==> src/rtl/laser_aom_pkg.sv <==
// Shared types for the AOM DAC arbiter: FSM encoding, source IDs, voltage width.
// Also holds the capture clamp used by every requester slot.
package laser_aom_pkg;

    localparam int VOL_W = 12;

    typedef logic [VOL_W-1:0] vol_t;

    typedef enum logic [1:0] {
        ST_IDLE   = 2'd0,
        ST_WRITE  = 2'd1,
        ST_SETTLE = 2'd2
    } state_e;

    localparam logic [1:0] SRC_NONE  = 2'd0;
    localparam logic [1:0] SRC_SAFE  = 2'd1;
    localparam logic [1:0] SRC_ACC   = 2'd2;
    localparam logic [1:0] SRC_LASER = 2'd3;

    // An inverted window collapses onto the upper limit.
    function automatic vol_t clamp_vol(input vol_t vol, input vol_t up, input vol_t low);
        vol_t res;
        if (low > up) begin
            res = up;
        end else if (vol > up) begin
            res = up;
        end else if (vol < low) begin
            res = low;
        end else begin
            res = vol;
        end
        return res;
    endfunction

endpackage

==> src/rtl/aom_req_slot.sv <==
// One pending-request slot: clamps and captures on en, cleared by a grant; 1-cycle capture.
// No backpressure: a new en overwrites a waiting value and flags the overwrite.
module aom_req_slot
    import laser_aom_pkg::*;
(
    input  logic clk_i,
    input  logic rst_n_i,
    input  logic en_i,
    input  vol_t vol_i,
    input  vol_t up_i,
    input  vol_t low_i,
    input  logic clr_i,
    output logic pend_o,
    output vol_t val_o,
    output logic ovf_o
);

    logic pend_q, pend_d;
    vol_t val_q,  val_d;

    // A capture in the same cycle as the grant refills the slot without counting a drop.
    always_comb begin
        pend_d = pend_q;
        val_d  = val_q;
        if (en_i) begin
            pend_d = 1'b1;
            val_d  = clamp_vol(vol_i, up_i, low_i);
        end else if (clr_i) begin
            pend_d = 1'b0;
        end
    end

    assign ovf_o  = en_i & pend_q & ~clr_i;
    assign pend_o = pend_q;
    assign val_o  = val_q;

    always_ff @(posedge clk_i or negedge rst_n_i) begin
        if (!rst_n_i) begin
            pend_q <= 1'b0;
            val_q  <= '0;
        end else begin
            pend_q <= pend_d;
            val_q  <= val_d;
        end
    end

endmodule

==> src/rtl/aom_dac_arbiter.sv <==
// Fixed-priority DAC arbiter (safety > acc > laser) with safety lock and post-write settle gap.
// en-to-valid 2 cycles from idle; valid/data held until dac_ready_i, then SETTLE_CYCLES idle.
module aom_dac_arbiter
    import laser_aom_pkg::*;
#(
    parameter real TCQ           = 0.1,
    parameter int  SETTLE_CYCLES = 16
) (
    input  logic        clk_i,
    input  logic        rst_n_i,
    input  logic        safe_en_i,
    input  vol_t        safe_vol_i,
    input  logic        safe_release_i,
    input  logic        acc_en_i,
    input  vol_t        acc_vol_i,
    input  logic        laser_en_i,
    input  vol_t        laser_vol_i,
    input  vol_t        uplimit_i,
    input  vol_t        lowlimit_i,
    output logic        dac_valid_o,
    output vol_t        dac_data_o,
    input  logic        dac_ready_i,
    output logic [1:0]  dac_src_o,
    output vol_t        cur_vol_o,
    output logic        lock_o,
    output logic [15:0] drop_cnt_o
);

    if (SETTLE_CYCLES < 1 || SETTLE_CYCLES > 255 || TCQ < 0.0) begin : g_bad_param
        $error("aom_dac_arbiter: parameter out of range");
    end

    localparam logic [7:0] SETTLE_LAST = 8'(SETTLE_CYCLES - 1);

    // Slot index 0 = safety, 1 = acc, 2 = laser; index order is priority order.
    logic [2:0] req_en;
    vol_t       req_vol [3];
    logic [2:0] pend;
    vol_t       pend_val [3];
    logic [2:0] ovf;
    logic [2:0] clr;

    assign req_en     = {laser_en_i, acc_en_i, safe_en_i};
    assign req_vol[0] = safe_vol_i;
    assign req_vol[1] = acc_vol_i;
    assign req_vol[2] = laser_vol_i;

    for (genvar i = 0; i < 3; i++) begin : g_slot
        aom_req_slot u_slot (
            .clk_i   (clk_i),
            .rst_n_i (rst_n_i),
            .en_i    (req_en[i]),
            .vol_i   (req_vol[i]),
            .up_i    (uplimit_i),
            .low_i   (lowlimit_i),
            .clr_i   (clr[i]),
            .pend_o  (pend[i]),
            .val_o   (pend_val[i]),
            .ovf_o   (ovf[i])
        );
    end

    state_e      state_q, state_d;
    logic        valid_q, valid_d;
    vol_t        data_q,  data_d;
    logic [1:0]  src_q,   src_d;
    vol_t        cur_q,   cur_d;
    logic [7:0]  cnt_q,   cnt_d;
    logic        lock_q,  lock_d;
    logic [15:0] drop_q,  drop_d;

    logic [2:0]  eligible;
    logic [1:0]  ovf_sum;
    logic [16:0] drop_sum;

    // Locked: acc and laser keep capturing but are invisible to the arbiter.
    assign eligible = {pend[2] & ~lock_q, pend[1] & ~lock_q, pend[0]};

    always_comb begin
        state_d = state_q;
        valid_d = valid_q;
        data_d  = data_q;
        src_d   = src_q;
        cur_d   = cur_q;
        cnt_d   = cnt_q;
        clr     = 3'b000;
        case (state_q)
            ST_IDLE: begin
                valid_d = 1'b0;
                src_d   = SRC_NONE;
                if (eligible[0]) begin
                    clr[0]  = 1'b1;
                    data_d  = pend_val[0];
                    src_d   = SRC_SAFE;
                    valid_d = 1'b1;
                    state_d = ST_WRITE;
                end else if (eligible[1]) begin
                    clr[1]  = 1'b1;
                    data_d  = pend_val[1];
                    src_d   = SRC_ACC;
                    valid_d = 1'b1;
                    state_d = ST_WRITE;
                end else if (eligible[2]) begin
                    clr[2]  = 1'b1;
                    data_d  = pend_val[2];
                    src_d   = SRC_LASER;
                    valid_d = 1'b1;
                    state_d = ST_WRITE;
                end
            end
            ST_WRITE: begin
                if (valid_q && dac_ready_i) begin
                    cur_d   = data_q;
                    valid_d = 1'b0;
                    src_d   = SRC_NONE;
                    cnt_d   = SETTLE_LAST;
                    state_d = ST_SETTLE;
                end
            end
            ST_SETTLE: begin
                src_d = SRC_NONE;
                if (cnt_q == 8'd0) begin
                    state_d = ST_IDLE;
                end else begin
                    cnt_d = cnt_q - 8'd1;
                end
            end
            default: begin
                state_d = ST_IDLE;
                valid_d = 1'b0;
                src_d   = SRC_NONE;
            end
        endcase
    end

    // Lock release looks at the registered safety slot, so a waiting safety write keeps it set.
    always_comb begin
        lock_d = lock_q;
        if (safe_en_i) begin
            lock_d = 1'b1;
        end else if (safe_release_i && !pend[0]) begin
            lock_d = 1'b0;
        end
    end

    always_comb begin
        ovf_sum  = 2'(ovf[0]) + 2'(ovf[1]) + 2'(ovf[2]);
        drop_sum = {1'b0, drop_q} + {15'd0, ovf_sum};
        drop_d   = drop_sum[16] ? 16'hFFFF : drop_sum[15:0];
    end

    always_ff @(posedge clk_i or negedge rst_n_i) begin
        if (!rst_n_i) begin
            state_q <= ST_IDLE;
            valid_q <= 1'b0;
            data_q  <= '0;
            src_q   <= SRC_NONE;
            cur_q   <= '0;
            cnt_q   <= '0;
            lock_q  <= 1'b0;
            drop_q  <= '0;
        end else begin
            state_q <= state_d;
            valid_q <= valid_d;
            data_q  <= data_d;
            src_q   <= src_d;
            cur_q   <= cur_d;
            cnt_q   <= cnt_d;
            lock_q  <= lock_d;
            drop_q  <= drop_d;
        end
    end

    assign dac_valid_o = valid_q;
    assign dac_data_o  = data_q;
    assign dac_src_o   = src_q;
    assign cur_vol_o   = cur_q;
    assign lock_o      = lock_q;
    assign drop_cnt_o  = drop_q;

endmodule

==> config.mk <==
export PLATFORM = sky130hd
export DESIGN_NAME = aom_dac_arbiter
export DESIGN_NICKNAME = d
export VERILOG_FILES = /design/src/rtl/laser_aom_pkg.sv /design/src/rtl/aom_req_slot.sv /design/src/rtl/aom_dac_arbiter.sv
export SDC_FILE = /design/constraint.sdc
export NUM_CORES = 1
export LEC_CHECK = 0
export CELL_PAD_IN_SITES_DETAIL_PLACEMENT = 0
export CELL_PAD_IN_SITES_GLOBAL_PLACEMENT = 2
export CORE_MARGIN = 1
export CORE_UTILIZATION = 30
export DETAILED_ROUTE_END_ITERATION = 16
export DONT_BUFFER_PORTS = 1
export HOLD_SLACK_MARGIN = 0.1
export PLACE_DENSITY_LB_ADDON = 0.1
export SLEW_MARGIN = 25
export SYNTH_ARGS = -nofsm -noshare
export SYNTH_HDL_FRONTEND = slang
export SYNTH_HIERARCHICAL = 1
export SYNTH_SLANG_ARGS = --single-unit
==> constraint.sdc <==
create_clock -name clk_i -period 3.7 [get_ports clk_i]
set_input_delay 0.555 -clock clk_i [delete_from_list [all_inputs] [get_ports clk_i]]
set_output_delay 0.555 -clock clk_i [all_outputs]
set_load 0.01 [all_outputs]
### Word-level counts from Yosys, hierarchy flattened

Cells that the tools add are included.

| storage, ports and cells | value |
|---|---|
| output and inout bits | 44 |
| flip-flop bits (word level) | 93 |
| input port bits | 67 |

| cells by class | value |
|---|---|
| reduce and logical (&&, ||, !) cells | 16 |
| $lt $le $gt $ge | 7 |
| eq/ne operators | 6 |
| bitwise logic cells | 13 |
| muxes and demuxes | 45 |
| add/sub/neg operators | 4 |

Operators by type and width:

| cell | count |
|---|---|
| two-way mux 12 bit | 12 |
| greater-than comparator 12 bit | 4 |
| < comparator 12 bit | 3 |
| two-way mux 2 bit | 10 |
| adder 16 x 2 -> 17 bit | 1 |
| two-way mux 16 bit | 1 |
| two-way mux 8 bit | 2 |
| case mux 8 bit (2 select lines) | 1 |
| two-way mux 1 bit | 15 |
| nonzero test 2 bit | 5 |
| bitwise AND 1 bit | 8 |
| logical NOT 8 bit | 1 |
| subtractor 8 x 1 -> 8 bit (second input constant) | 1 |
| != test 2 bit (second input constant) | 3 |
| case mux 2 bit (3 select lines) | 1 |
| AND reduction 2 bit | 3 |
| AND reduction 3 bit | 2 |
| NOT 1 bit | 5 |
| != test 4 x 3 -> 1 bit (second input constant) | 1 |
| case mux 2 bit (2 select lines) | 1 |
| two-way mux 3 bit | 1 |
| case mux 1 bit (3 select lines) | 1 |
| nonzero test 3 bit | 1 |
| adder 1 x 1 -> 2 bit | 1 |
| other kinds (6) | 7 |

### Logic depth before layout (Yosys ltp)

Gate-level depths: netlist of the first run.

| depth | value |
|---|---|
| depth after elaboration | 12 |
| mapped depth | 13 |
| mapped depth without buffers | 11 |

### By module

Netlist of the first run, hierarchy kept.

Modules (own cells, without submodules):

| module | instances | sequential area each (µm²) | area an instance (µm²) | cells each |
|---|---|---|---|---|
| aom_req_slot | 3 | 325.3 | 1894.3 | 239 |
| aom_dac_arbiter | 1 | 1351.3 | 2671.3 | 271 |

### Worst setup path after synthesis of the first run

Ideal clock, no wire load.

| path | value |
|---|---|
| kind | register to register |
| start | register g_slot[0].u_slot.pend_q |
| end | register drop_q[13], in the netlist drop_cnt_o[13] |
| arrival time | 3.236 ns |
| setup slack | 0.323 ns |
| path buffers | 2 |
| clock period less this slack | 3.377 ns |
| required time | 3.558 ns |
| stages on the path, launching flop included | 14 |
| cells stage by stage | dfrtp_1 > clkbuf_1 > or3_1 > nor4b_1 > inv_1 > and3_1 > fa_1 > ha_1 > fa_1 > nand4_1 > nor2_1 > nand4_1 > clkbuf_1 > o21ai_0 |

| on the way | value |
|---|---|
| elaborated cells between the ends (all ways) | 14 |
| classes of those cells | 3 x add/sub; 4 x mux; 7 x bitwise |

RTL lines:

| element | line | text |
|---|---|---|
| start, declared | aom_req_slot.sv:18 | `logic pend_q, pend_d;` |
| start signal, assigned | aom_req_slot.sv:42 | `pend_q <= pend_d;` |
| two-way mux 2 bit | aom_dac_arbiter.sv:91 | `if (eligible[0]) begin` |
| two-way mux 3 bit | aom_dac_arbiter.sv:87 | `case (state_q)` |
| via clr[2] | aom_dac_arbiter.sv:41 | `logic [2:0] clr;` |
| NOT 1 bit | aom_req_slot.sv:33 | `assign ovf_o = en_i & pend_q & ~clr_i;` |
| bitwise AND 1 bit | aom_req_slot.sv:33 |  |
| via ovf[2] | aom_dac_arbiter.sv:40 | `logic [2:0] ovf;` |
| adder 2 x 1 -> 2 bit | aom_dac_arbiter.sv:147 | `ovf_sum = 2'(ovf[0]) + 2'(ovf[1]) + 2'(ovf[2]);` |
| adder 16 x 2 -> 17 bit | aom_dac_arbiter.sv:148 | `drop_sum = {1'b0, drop_q} + {15'd0, ovf_sum};` |
| two-way mux 16 bit | aom_dac_arbiter.sv:149 | `drop_d = drop_sum[16] ? 16'hFFFF : drop_sum[15:0];` |
| via drop_d[13] | aom_dac_arbiter.sv:70 | `logic [15:0] drop_q, drop_d;` |
| end signal, assigned | aom_dac_arbiter.sv:170 | `drop_q <= drop_d;` |
| end, declared | aom_dac_arbiter.sv:70 |  |

The timed path passes the listed nets, and every way through them passes these cells.
A chain may end at the register's enable or synchronous reset.

### Worst setup path in the final report of the first run

| path | value |
|---|---|
| start | register state_q[1] |
| end | register drop_q[0], in the netlist drop_cnt_o[0] |

| on the way | value |
|---|---|
| elaborated cells between the ends (all ways) | 12 |
| classes of those cells | 3 x add/sub; 2 x mux; 6 x bitwise; 1 x reduce/logical |

RTL lines:

| element | line | text |
|---|---|---|
| start, declared | aom_dac_arbiter.sv:63 | `state_e state_q, state_d;` |
| start signal, assigned | aom_dac_arbiter.sv:163 | `state_q <= state_d;` |
| logical NOT 2 bit | aom_dac_arbiter.sv:87 |  |
| two-way mux 3 bit | aom_dac_arbiter.sv:87 |  |
| via clr[2] | aom_dac_arbiter.sv:41 |  |
| NOT 1 bit | aom_req_slot.sv:33 |  |
| bitwise AND 1 bit | aom_req_slot.sv:33 |  |
| via ovf[2] | aom_dac_arbiter.sv:40 |  |
| adder 2 x 1 -> 2 bit | aom_dac_arbiter.sv:147 |  |
| adder 16 x 2 -> 17 bit | aom_dac_arbiter.sv:148 |  |
| two-way mux 16 bit | aom_dac_arbiter.sv:149 |  |
| via drop_d[0] | aom_dac_arbiter.sv:70 |  |

The timed path passes the listed nets, and every way through them passes these cells.

==> results of run 1 <==
==> layout make-up <==
class	instances	area share
Multi-Input combinational cell	730	0.588
Clock buffer	10	0.0263
Sequential cell	93	0.256
Timing Repair Buffer	21	0.0195
Tap cell	372	0.0511
Inverter	114	0.0470
Clock inverter	6	0.0121
==> path summary, 6_finish.rpt <==
| kind | from | end | cells after the start | slack [ps] |
|---|---|---|---|---|
| max | state_q[1]$_DFFE_PN0P_ | drop_cnt_o[0]$_DFF_PN0_ | 12 | 330 |
| min | rst_n_i | cnt_q[3]$_DFFE_PN0P_ | 1 | 120 |
| max reg2reg | state_q[1]$_DFFE_PN0P_ | drop_cnt_o[0]$_DFF_PN0_ | 12 | 330 |
| min reg2reg | cnt_q[0]$_DFFE_PN0P_ | cnt_q[0]$_DFFE_PN0P_ | 1 | 500 |
| max in group asynchronous | rst_n_i | drop_cnt_o[7]$_DFF_PN0_ | 1 | 3190 |
| min in group clk_i | safe_en_i | lock_o$_DFFE_PN0P_ | 1 | 310 |
==> what timing repair did <==
| action | 4_1_cts | 5_1_grt |
|---|---|---|
| buffers inserted | 0 | 1 |
| endpoints found under the hold margin | 93 | 0 |
| hold buffers | 1 | 0 |
| resized for setup | 0 | 3 |
| setup endpoints to repair | 0 | 9 |
==> layer usage <==
layer	vias to the layer above	global-route usage	part of all wire
met3	21	0.0320	0.048
met2	182	0.351	0.47
met1	3459	0.277	0.47
met5	-	0	0
li1	3608	-	-
met4	0	0.0443	0.014
==> flip-flops by register name, indices dropped and copies added, names as in the netlist <==
register,flops
dac_valid_o,1
cnt_q,8
state_q,2
g_slot.u_slot/val_o,36
lock_o,1
cur_vol_o,12
drop_cnt_o,16
g_slot.u_slot/pend_o,3
dac_src_o,2
dac_data_o,12
==> worst register-to-register path, cell delays in order, from the launching register on <==
cell,delay (ps)
dfrtp_1,430
or3_1,450
nor4b_2,260
inv_1,70
and3_1,200
fa_1,480
ha_1,180
fa_2,250
nand4_1,230
nor2_1,200
nand4_1,240
buf_4,250
nand2b_1,70
==> placed cells by master (no fill, tap or decap), types with 13 or more instances in the layout <==
cell         n
o311ai_1    18
a21oi_1     47
nand4_1     28
nand3_1     43
dfrtp_1     93
nand2_1    154
o221ai_1    39
mux2i_1     13
ha_1       109
o21ai_0     30
o2111ai_1   38
inv_1      114
buf_4       20
mux2_2      16
nor2_1      23
and3_1      41
==> cell families (layout without fill, tap and decap cells) <==
| kind of cell | Yosys count | count (layout) |
|---|---|---|
| and+or+nand+nor | 340 | 340 |
| AOI/OAI and AO/OA | 239 | 239 |
| buffers and inverters | 165 | 151 |
| adders and majority gates | 111 | 111 |
| DFF | 93 | 93 |
| muxes | 29 | 29 |
| xor gates and xnor gates | 11 | 11 |
==> where the power goes <==
part | internal [mW] | switching, mW
combinational | 0.689 | 0.864
clock | 0.678 | 0.412
sequential | 1.33 | 0.387
==> per-stage QoR <==
step / utilization / total power [mW] / setup WS, ps / hold slack (ps)
6_report: 0.336 / 4.36 / 333 / 122
4_1_cts: 0.335 / 4.41 / 238 / 154
3_3_place_gp: 0.321 / 3.28 / 249 / 263
5_1_grt: 0.336 / 4.72 / 36.4 / 151
3_5_place_dp: 0.321 / 3.28 / 254 / 263
2_1_floorplan: - / 2.85 / 323 / 259
==> results by group, run 1 <==
Routing
  – Via/cell ratio: roughly 5.4
  – Antenna Nets Post-Route: 0
  – Via count: between 7000 and 8000
  – WL per Instance: approximately 21 um
  – First-pass detailed-route iteration total: 7
  – # DRC: 0
  – DRT iter0 DRCs: between 400 and 500
  – Final WL: roughly 29 mm

Final layout
  – Fill cells: approximately 2900
  – Antenna Cells: 0
  – Design Area, Final: between 9000 and 10000 um2
  – Multi-input logic area: roughly 5400 um2
  – Fraction of layout cells with a size suffix above 1: 0.0791
  – Seq. cell area: about 2300 um2
  – Final Net Count: between 1000 and 1500
  – Area Overhead vs Synth: 8.97%
  – Post-route non-filler standard cell count: between 1000 and 1500

STA
  – Worst Tran Pin Value: just under 900 ps
  – Final worst-path cycle share: 0.910
  – Slew Limit Fails: 0
  – Final Hold Fails: 0
  – Max Fclk: around 300 MHz
  – Clock Skew: 4.08 ps
  – Setup violators final: 0
  – Fin crit period: between 3000 and 4000 ps
  – RSZ-0062 raised after global routing: no
  – Setup TNS: 0 ps
  – Worst relative slew slack: 0.415

Yosys
  – Post-synthesis sequential area ratio: 0.279
  – Netlist cell types: 52
  – Number of synthesized register bits: 93
  – Top cells by area, synth: dfrtp_1 (28%), ha_1 (16%), nand2_1 (6.9%)
  – Cell count after synthesis: 988
  – Yosys warnings: 6
  – Post-synthesis simple-gate area fraction: 0.197
  – Mux contribution to synthesized area: 0.0371
  – Largest family of logic cells by synthesized area: compound AO/OA/AOI/OAI gates
  – Cell Area, Synth: about 8400 um2
  – Post-Synth XOR/XNOR Area: 0.0115
  – Compound-Gate Fraction of Synth Area: 0.226
  – Number of flops mapped to enable cells by yosys: 0
  – Syn nets: ~1200
  – Synth Flop Type: dfrtp_1
  – Post-synth top area cell: dfrtp_1
  – Post-synthesis adder-cell area fraction: 0.168
  – Post-synth ARST share: 1.00
  – Synth Area per Inst: around 8.5 um2
  – Yosys top cell area share: 0.279
  – Top cells by count, synth: nand2_1 (154), inv_1 (114), ha_1 (109)
  – Count leader, synth: nand2_1

Floorplan
  – Die width: approximately 170 um
  – IO Count: 111
  – Core footprint: ~27000 um2
  – Die footprint: ~29000 um2
  – DIE HEIGHT: about 170 um
  – FP Rows: 60
  – Initial cell density of the core: 0.308

Global route
  – Total congestion overflow: 0
  – Vias in the first global route: approximately 7000
  – Largest net degree at the start of global routing: 94
  – Antenna violations before repair: 0
  – All-Layer GR Usage: 0.207
  – First-pass GRT wire length: 44.4 mm

Clocking
  – Clock-pin slew on the worst setup and hold paths: 70 ps
  – H-tree levels: 3
  – Max clock buf depth: 2
  – Clock Tree Root: clkbuf_16
  – Count of clock tree sinks: 93
  – CTS buffer count: 9
  – TritonCTS clock tree: done
  – Clock latency on the worst-skew pair: 340 ps

Place
  – Port bufs: 0
  – GPL Wtd Cong: a little under 0.8
  – Placed standard-cell area: between 8000 and 9000 um2
  – Detailed placement HPWL: 20.8 mm
  – # placed instances: approximately 1300

Run
  – Max Cap Violations: 0

Setup path
  – CP max stage delay: 480 ps
  – Slowest CP cell: fa_1
  – Worst EP arrival: 3650 ps
  – CP most frequent cell: nand4_1
  – WP data required: around 4000 ps
  – Crit. End Element: flip-flop
  – Critical path type: reg -> reg
  – Bufs and invs on worst path: 2
  – Worst-path maximum fanout: 8
  – Delay-heaviest family, CP: simple AND/OR/NAND/NOR gates
  – CP startpoint kind: flip-flop
  – CP cell instances: or3_1 -> nor4b_2 -> inv_1 -> and3_1 -> fa_1 -> ha_1 -> fa_2 -> nand4_1 -> nor2_1 -> nand4_1 -> buf_4 -> nand2b_1

Hold path
  – HP Class: in -> async

Status
  – Status: completed

Pwr
  – Worst VDD drop: roughly 0.00021 V
  – Leakage power: about 4.2 nW
  – Power density cells: ~480 nW/um2
(Power assumes the default switching activity.)
==> run 2: changes to the inputs <==
- SLEW_MARGIN: 25 -> 30
==> results of run 2 <==
The final DEF is identical to that of run 1; final timing and power are the same.
